<file path="config.mk">
export PLATFORM = sky130hd
export DESIGN_NAME = lzc_normalizer
export DESIGN_NICKNAME = d
export VERILOG_FILES = /design/src/rtl/lzc_norm_pkg.sv /design/src/rtl/lzc_normalizer_lzc.sv /design/src/rtl/lzc_normalizer.sv
export SDC_FILE = /design/constraint.sdc
export NUM_CORES = 1
export LEC_CHECK = 0
export BUFFER_PORTS_ARGS = -buffer_cell sky130_fd_sc_hd__buf_2
export CAP_MARGIN = 0
export CELL_PAD_IN_SITES_DETAIL_PLACEMENT = 2
export CELL_PAD_IN_SITES_GLOBAL_PLACEMENT = 2
export CORE_ASPECT_RATIO = 2
export CORE_MARGIN = 5
export CORE_UTILIZATION = 30
export DETAILED_ROUTE_END_ITERATION = 7
export PLACE_DENSITY_LB_ADDON = 0.1
export SLEW_MARGIN = 20
export SYNTH_ARGS = -nofsm -noshare
export SYNTH_HDL_FRONTEND = slang
export SYNTH_SLANG_ARGS = --single-unit
</file>
<file path="constraint.sdc">
create_clock -name clk -period 8.9 [get_ports clk]
set_input_delay 0.445 -clock clk [delete_from_list [all_inputs] [get_ports clk]]
set_output_delay 0.445 -clock clk [all_outputs]
set_load 0.01 [all_outputs]
</file>
<file path="src/rtl/lzc_norm_pkg.sv">
// Shared types and width helpers for the mantissa normalizer.
package lzc_norm_pkg;

  function automatic int count_w(input int width);
    return (width < 2) ? 1 : $clog2(width);
  endfunction

  localparam int NORM_WIDTH = 16;
  localparam int NORM_EXP_W = 8;
  localparam int NORM_COUNT = count_w(NORM_WIDTH);

  // Output register layout; change NORM_WIDTH/NORM_EXP_W to build other widths.
  typedef struct packed {
    logic [NORM_WIDTH-1:0] mant;
    logic [NORM_EXP_W-1:0] exp;
    logic [NORM_COUNT-1:0] shift;
    logic                  zero;
    logic                  denorm;
  } norm_result_t;

endpackage

</file>
<file path="src/rtl/lzc_normalizer_lzc.sv">
// Leading-zero counter: log2(WIDTH) halving steps, each testing the top 2^k bits.
module LZC_proposed #(
  parameter int  WIDTH = 16,
  localparam int COUNT = $clog2(WIDTH)
) (
  input  logic [WIDTH-1:0] x_i,
  output logic [COUNT-1:0] n_Z,
  output logic             n_V
);

  logic [WIDTH-1:0] v;
  logic [WIDTH-1:0] hi_mask;

  always_comb begin
    v       = x_i;
    hi_mask = '0;
    n_Z     = '0;
    for (int k = COUNT - 1; k >= 0; k--) begin
      hi_mask = {WIDTH{1'b1}} << (WIDTH - (1 << k));
      if ((v & hi_mask) == '0) begin
        n_Z[k] = 1'b1;
        v      = v << (1 << k);
      end
    end
  end

  // n_Z is meaningless when the input is all zeros; n_V flags that case.
  assign n_V = |x_i;

endmodule

</file>
<file path="src/rtl/lzc_normalizer.sv">
// Two-stage mantissa normalizer: S1 input register, S2 count+shift into the output register.
module lzc_normalizer
  import lzc_norm_pkg::*;
#(
  parameter int  WIDTH = NORM_WIDTH,
  parameter int  EXP_W = NORM_EXP_W,
  localparam int COUNT = count_w(WIDTH)
) (
  input  logic             clk,
  input  logic             rst,
  input  logic             in_valid,
  output logic             in_ready,
  input  logic [WIDTH-1:0] in_mant,
  input  logic [EXP_W-1:0] in_exp,
  output logic             out_valid,
  input  logic             out_ready,
  output logic [WIDTH-1:0] out_mant,
  output logic [EXP_W-1:0] out_exp,
  output logic [COUNT-1:0] out_shift,
  output logic             out_zero,
  output logic             out_denorm
);

  // Handshake: a transfer happens on a rising edge where valid & ready are both 1;
  // valid never depends on ready, and a held item keeps its data stable until taken.
  logic             s1_valid_q;
  logic [WIDTH-1:0] s1_mant_q;
  logic [EXP_W-1:0] s1_exp_q;
  logic             out_valid_q;
  norm_result_t     out_q;
  norm_result_t     res_d;

  logic             en_out;
  logic             en_s1;
  logic [COUNT-1:0] lz;
  logic             lz_v;
  logic [COUNT-1:0] shift;

  assign en_out   = ~out_valid_q | out_ready;
  assign en_s1    = ~s1_valid_q | en_out;
  assign in_ready = en_s1;

  LZC_proposed #(.WIDTH(WIDTH)) u_lzc (
    .x_i (s1_mant_q),
    .n_Z (lz),
    .n_V (lz_v)
  );

  always_comb begin
    res_d = '0;
    shift = '0;
    if (!lz_v) begin
      res_d.zero = 1'b1;
    end else if (EXP_W'(lz) <= s1_exp_q) begin
      shift     = lz;
      res_d.exp = s1_exp_q - EXP_W'(lz);
    end else begin
      // exp < lz < WIDTH here, so the low COUNT bits hold the whole exponent.
      shift        = s1_exp_q[COUNT-1:0];
      res_d.denorm = 1'b1;
    end
    res_d.shift = shift;
    res_d.mant  = s1_mant_q << shift;
  end

  always_ff @(posedge clk) begin
    if (rst) begin
      s1_valid_q  <= 1'b0;
      s1_mant_q   <= '0;
      s1_exp_q    <= '0;
      out_valid_q <= 1'b0;
      out_q       <= '0;
    end else begin
      if (en_s1) begin
        s1_valid_q <= in_valid;
        if (in_valid) begin
          s1_mant_q <= in_mant;
          s1_exp_q  <= in_exp;
        end
      end
      if (en_out) begin
        out_valid_q <= s1_valid_q;
        if (s1_valid_q) out_q <= res_d;
      end
    end
  end

  assign out_valid  = out_valid_q;
  assign out_mant   = out_q.mant;
  assign out_exp    = out_q.exp;
  assign out_shift  = out_q.shift;
  assign out_zero   = out_q.zero;
  assign out_denorm = out_q.denorm;

endmodule

</file>
# --- Word-level counts from Yosys, hierarchy flattened ---
# Cells that the tools add are included.
word_totals:
  register_bits: 56
  output_inout_bits: 32
  word_cells: 37
op_classes:
  n_bitwise: 4
  n_shift: 1
  n_addsub: 1
  mux: 14
  n_reduce_logical: 7
  magnitude_cmp: 1
ops:
  columns: ["cell", "count"]
  rows:
  - ["$logic_not A16 Y1", 4]
  - ["$mux W16", 3]
  - ["$mux W8", 2]
  - ["$reduce_or A16 Y1", 1]
  - ["$shl A16 B4 Y16", 1]
  - ["$le A4 B8 Y1", 1]
  - ["$mux W4", 2]
  - ["$sub A8 B4 Y8", 1]
  - ["$mux W1", 7]
  - ["$reduce_and A2 Y1", 2]
  - ["$not A1 Y1", 2]
  - ["$or A1 B1 Y1", 2]

# --- Longest topological paths before layout ---
logic_depth:
  word_depth: 12
  ltp_mapped: 19
  mapped_depth_nobuf: 16

# --- By module ---
# Synthesis repeated with hierarchy kept, for this count alone.
hier_totals:
  hier_cells: 381
  area_unflattened_um2: 3074.2
modules_own_cells:
  columns: ["mod", "n_inst", "area_each_um2", "cells_each"]
  rows:
  - ["lzc_normalizer", 1, 2884.0, 349]
  - ["LZC_proposed", 1, 190.2, 32]

# --- Worst setup path before layout ---
# No wires, ideal clock.
synth_path:
  kind: "register to register"
  start: "register s1_mant_q[9]"
  end: "register out_q (netlist bit out_mant[15])"
  t_arrival_ns: 4.263
  synth_period_minus_slack_ns: 4.396
  setup_ns: 0.133
  path_stages_with_launch: 18
  setup_slack_ns: 4.504
  path_buffers: 1
  cell_sequence: "dfxtp_1 -> buf_6 -> or4_4 -> o41ai_4 -> o21a_2 -> o21a_1 -> ha_1 -> inv_1 -> fa_1 -> a21o_1 -> a21boi_0 -> nand2_1 -> mux2_4 -> nand2_2 -> mux2_2 -> o211a_1 -> a22oi_1 -> a31oi_1"
synth_between:
  elab_chain_cells: 12
synth_rtl:
  columns: ["item", "line", "text"]
  rows:
  - ["start: declaration", "lzc_normalizer.sv:27", "logic [WIDTH-1:0] s1_mant_q;"]
  - ["start signal: assignment", "lzc_normalizer.sv:77", "s1_mant_q <= in_mant;"]
  - ["$logic_not A16 Y1", "lzc_normalizer_lzc.sv:20", "if ((v & hi_mask) == '0) begin"]
  - ["$mux W16", "lzc_normalizer_lzc.sv:20", null]
  - ["$logic_not A16 Y1", "lzc_normalizer_lzc.sv:20", null]
  - ["$mux W16", "lzc_normalizer_lzc.sv:20", null]
  - ["$logic_not A16 Y1", "lzc_normalizer_lzc.sv:20", null]
  - ["$mux W16", "lzc_normalizer_lzc.sv:20", null]
  - ["$logic_not A16 Y1", "lzc_normalizer_lzc.sv:20", null]
  - ["$mux W1", "lzc_normalizer_lzc.sv:20", null]
  - ["$le A4 B8 Y1", "lzc_normalizer.sv:54", "end else if (EXP_W'(lz) <= s1_exp_q) begin"]
  - ["$mux W4", "lzc_normalizer.sv:54", null]
  - ["$mux W4", "lzc_normalizer.sv:52", "if (!lz_v) begin"]
  - ["$shl A16 B4 Y16 (*)", "lzc_normalizer.sv:63", "res_d.mant = s1_mant_q << shift;"]
  - ["end signal: assignment", "lzc_normalizer.sv:83", "if (s1_valid_q) out_q <= res_d;"]
  - ["end: declaration", "lzc_normalizer.sv:30", "norm_result_t out_q;"]
# Every way passes the cells marked *; elsewhere a longest branch is shown, timed or not.
# A chain may end at the register's enable or synchronous reset.

# --- Final worst setup path ---
layout_path:
  start: "register s1_mant_q[8]"
  end: "register out_q (netlist bit out_mant[14])"
# Same word-level chain as after synthesis.

==> impl_summary.md <==
Place
The area after detailed placement is 3590 sq um. Buffers placed on the I/O ports in this run total 59. The post-DP HPWL is 8890 um. At the end of routability-driven placement, the weighted congestion stood at 0.831.

CTS
The number of hold buffers added after CTS was 0. The cell at the root of the clock tree is sky130_fd_sc_hd__clkbuf_16. Counting along the longest clock path gives a buffer depth of 2.

The CTS tree is yes. In this run the number of H-tree levels came out at 2. After clock tree synthesis, the clock-pin slew on the worst setup and hold paths is 0.07 ns. In this run the post-CTS setup repair buffer count came out at 0.

CTS saw 56 sinks. Gates resized during post-CTS repair numbered 0. The number of buffers created by CTS is 5. The later-pin clock latency in the skew report is 0.30 ns.

GRT
The initial antenna violation count is 0. The global-route wire length before repair is 18600 um. After global routing the overflow that remains totals 0. In the global route stage, overall resource usage came out at 0.176.

Entering global routing, the biggest net connects 62 pins. The number of global-route vias before repair is 3553.

Worst hold path
Along the worst hold path, the cell count comes to 3. The path class of the tightest hold or removal check is in -> reg.

Worst setup path
The delay of the slowest cell on the worst path is 0.73 ns. The launching element type of the critical path is a register. STA classifies the critical path endpoint as a register. The slowest stage of the critical path belongs to the cell sky130_fd_sc_hd__nor4_1. In this run the worst path has a maximum fanout of 18. Counting both buffers and inverters, the worst setup path holds a total of 1. At the worst endpoint, the required time is 9.08 ns.

Counting buffers and inverters, the worst setup path is 16 cells deep. The number of cells on the worst reg-to-reg path is 16. The endpoint arrival time on the critical path is 5.66 ns. The critical path is of the reg -> reg type.

Counting stages on the worst path, the most repeated cell is sky130_fd_sc_hd__nor4_1. The kind of cell adding the most delay to the critical path is compound AO/OA/AOI/OAI gates. Walking the worst path, the cells encountered are nor4_1 -> a311oi_1 -> o21ai_1 -> o21a_1 -> ha_1 -> inv_1 -> fa_1 -> a21o_1 -> a21boi_0 -> nand2_1 -> nand3_1 -> o32a_1 -> mux2i_1 -> nor3_1 -> nor4_1 -> o211ai_1.

Timing
The final max-slew violation count is 0. After layout, the minimum clock period comes to 5.48 ns. On the final layout, the worst clock skew is 0.00539 ns. For the pin with the worst max-slew slack, the measured transition is 0.973 ns. The final setup violation count is 0. The hold violation count in the final report is 0. The setup total negative slack is 0 ns. The maximum clock rate is 0.182 GHz. In this run the tightest slew margin relative to its limit is 0.347. The smallest hold slack is 0.377 ns. Of the available clock period, the critical path in the final layout requires 0.616. Setup repair after global routing left no endpoint under its margin.

Yosys
After synthesis, the share of flip-flops with an asynchronous set or reset is 0. In this run, synthesis produced a sequential element count of 56. The most used flip-flop cell after synthesis is sky130_fd_sc_hd__dfxtp_1.

Each instance of the synthesized netlist takes up on average 7.91 sq um. By area the synthesized netlist is led by sky130_fd_sc_hd__dfxtp_1 (34%), sky130_fd_sc_hd__nand2_1 (8.7%), sky130_fd_sc_hd__a21oi_1 (6.9%), sky130_fd_sc_hd__nor2_1 (4.5%), sky130_fd_sc_hd__a22oi_1 (4.1%). The net count after synthesis is 446. The number of standard cells after synthesis is 413.

Yosys printed 0 warnings. The register area share after synthesis is 0.343. The number of synthesized flops with an enable pin is 0. Summed over all instances, the cell type with the most area after synthesis is sky130_fd_sc_hd__dfxtp_1. The share of synthesized area in the top cell type comes to 0.343. The number of different library cells used by synthesis comes to 66. The synthesized area is 3270 sq um.

Floorplanning
The placement row count is 54. The floorplan step set the die width to 83.8 um. The number of top-level pins is 60. The core region is 10800 sq um. For this configuration, the core starts out at a cell density of 0.302.

Measured along the y axis, the die boundary spans 158 um. The die covers 13200 sq um.

Drt
The first-pass iteration count of the detailed router is 4. The violation count after the first detailed-routing iteration is 88. The number of antenna-violating nets in the routed design is 0.

The detailed router used layers up to and including met4. In the final routing, the length of wire on met1 measures 4240 um. After detailed routing, the average wire length per cell comes to 19.4 um. The per-cell via count in the routed design is 5.47.

The post-detailed-routing wire length is 11400 um. For this block, the via count after detailed routing is 3228. After detailed routing, the number of remaining DRC violations is 0.

The wire length on met2 is 6780 um. The routed design uses 205 um of met3 wire.

Layout
The area added between synthesis and finish is 14.5%. Leaving out fill and tap cells, the most frequent cell in the layout is sky130_fd_sc_hd__nand2_1. In the layout the commonest cells are sky130_fd_sc_hd__nand2_1 (76), sky130_fd_sc_hd__buf_2 (59), sky130_fd_sc_hd__dfxtp_1 (56), sky130_fd_sc_hd__a21oi_1 (45), sky130_fd_sc_hd__nor2_1 (39). Of the cells placed in the final design, the portion with a size suffix greater than 1 is 0.204. The antenna diode count is 0. The final-layout fill cell count is 1297. In the final design database the tool counted 483 nets. The finished cells cover 3740 sq um.

Pwr
The leakage component of the power is 1.52 nW. The cell area power density is 205 nW/um^2. VDD sags by at most 75.2 uV. Overall power consumption after layout is estimated at 0.767 mW.

Outcome
The run finished with clean final reports.

Flow run
The number of maximum-capacitance constraint violations is 0.
==> cell type report <==
class | count | area (sq um) | area share
repair buffers | 63 | 325 | 0.0870
flip-flops and latches | 56 | 1120 | 0.300
clock buffers | 6 | 139 | 0.0371
multi-input cells | 319 | 1950 | 0.522
inverters | 5 | 18.8 | 0.00502
clock inverters | 1 | 8.76 | 0.00234
well taps | 140 | 175 | 0.0468
==> power by group <==
part	internal (mW)	leakage (nW)	total (mW)	switching (mW)
registers	0.268	0.458	0.286	0.0182
logic	0.0972	0.988	0.274	0.176
clock network	0.111	0.0729	0.207	0.0959
==> sequential cells by signal (all words and copies together), names as in the netlist <==
signal	count
out_shift	4
out_exp	8
s1_exp_q	8
out_zero	1
out_denorm	1
s1_mant_q	16
s1_valid_q	1
out_valid	1
out_mant	16
==> cells by family after synthesis <==
kind of cell,count (synthesis),share of synthesized area
xor+xnor,6,0.0161
fa+ha+maj,5,0.0214
mux,10,0.0326
buf+inv,38,0.0594
simple gates,165,0.233
compound gates,133,0.294
flops,56,0.343
==> tightest hold or removal path, delay by kind of cell <==
| family | cells | cell delay (ns) |
|---|---|---|
| compound gates | 1 | 0.05 |
| simple gates | 1 | 0.04 |
| buf+inv | 1 | 0.09 |
==> routing by layer <==
| metal | vias to the layer above | global-route usage |
|---|---|---|
| met5 | - | 0 |
| met4 | 0 | 0.0567 |
| met3 | 13 | 0.0188 |
| met2 | 50 | 0.368 |
| met1 | 1600 | 0.175 |
| li1 | 1565 | - |
==> synthesized netlist by cell type (all sizes together) (8+ instances only) <==
library cell   n
a211oi        11
a21oi         46
a221oi        11
a22oi         18
buf           14
clkbuf        19
dfxtp         56
mux2i          8
nand2         77
nor2          40
nor3          13
o21ai          9
==> through the flow <==
| step | setup WS (ns) | util | std cells |
|---|---|---|---|
| 6_report | 3.42 | 0.346 | 590 |
| 5_1_grt | 2.96 | 0.346 | 590 |
| 4_1_cts | 3.48 | 0.346 | 590 |
| 3_5_place_dp | 3.51 | 0.332 | 583 |
| 3_3_place_gp | 3.74 | 0.332 | 583 |
| 2_1_floorplan | 4.50 | - | 413 |
==> worst paths after layout <==
| path | start | to | slack, ns |
|---|---|---|---|
| worst max register to register | s1_mant_q[8] | out_mant[14] | 3.42 |
| worst min register to register | out_shift[1] | out_shift[1] | 0.46 |
| worst max-delay path | s1_mant_q[8] | out_mant[14] | 3.42 |
| worst min-delay path | in_mant[10] | s1_mant_q[10] | 0.38 |
Note: power is estimated with default switching activity, not from simulation.
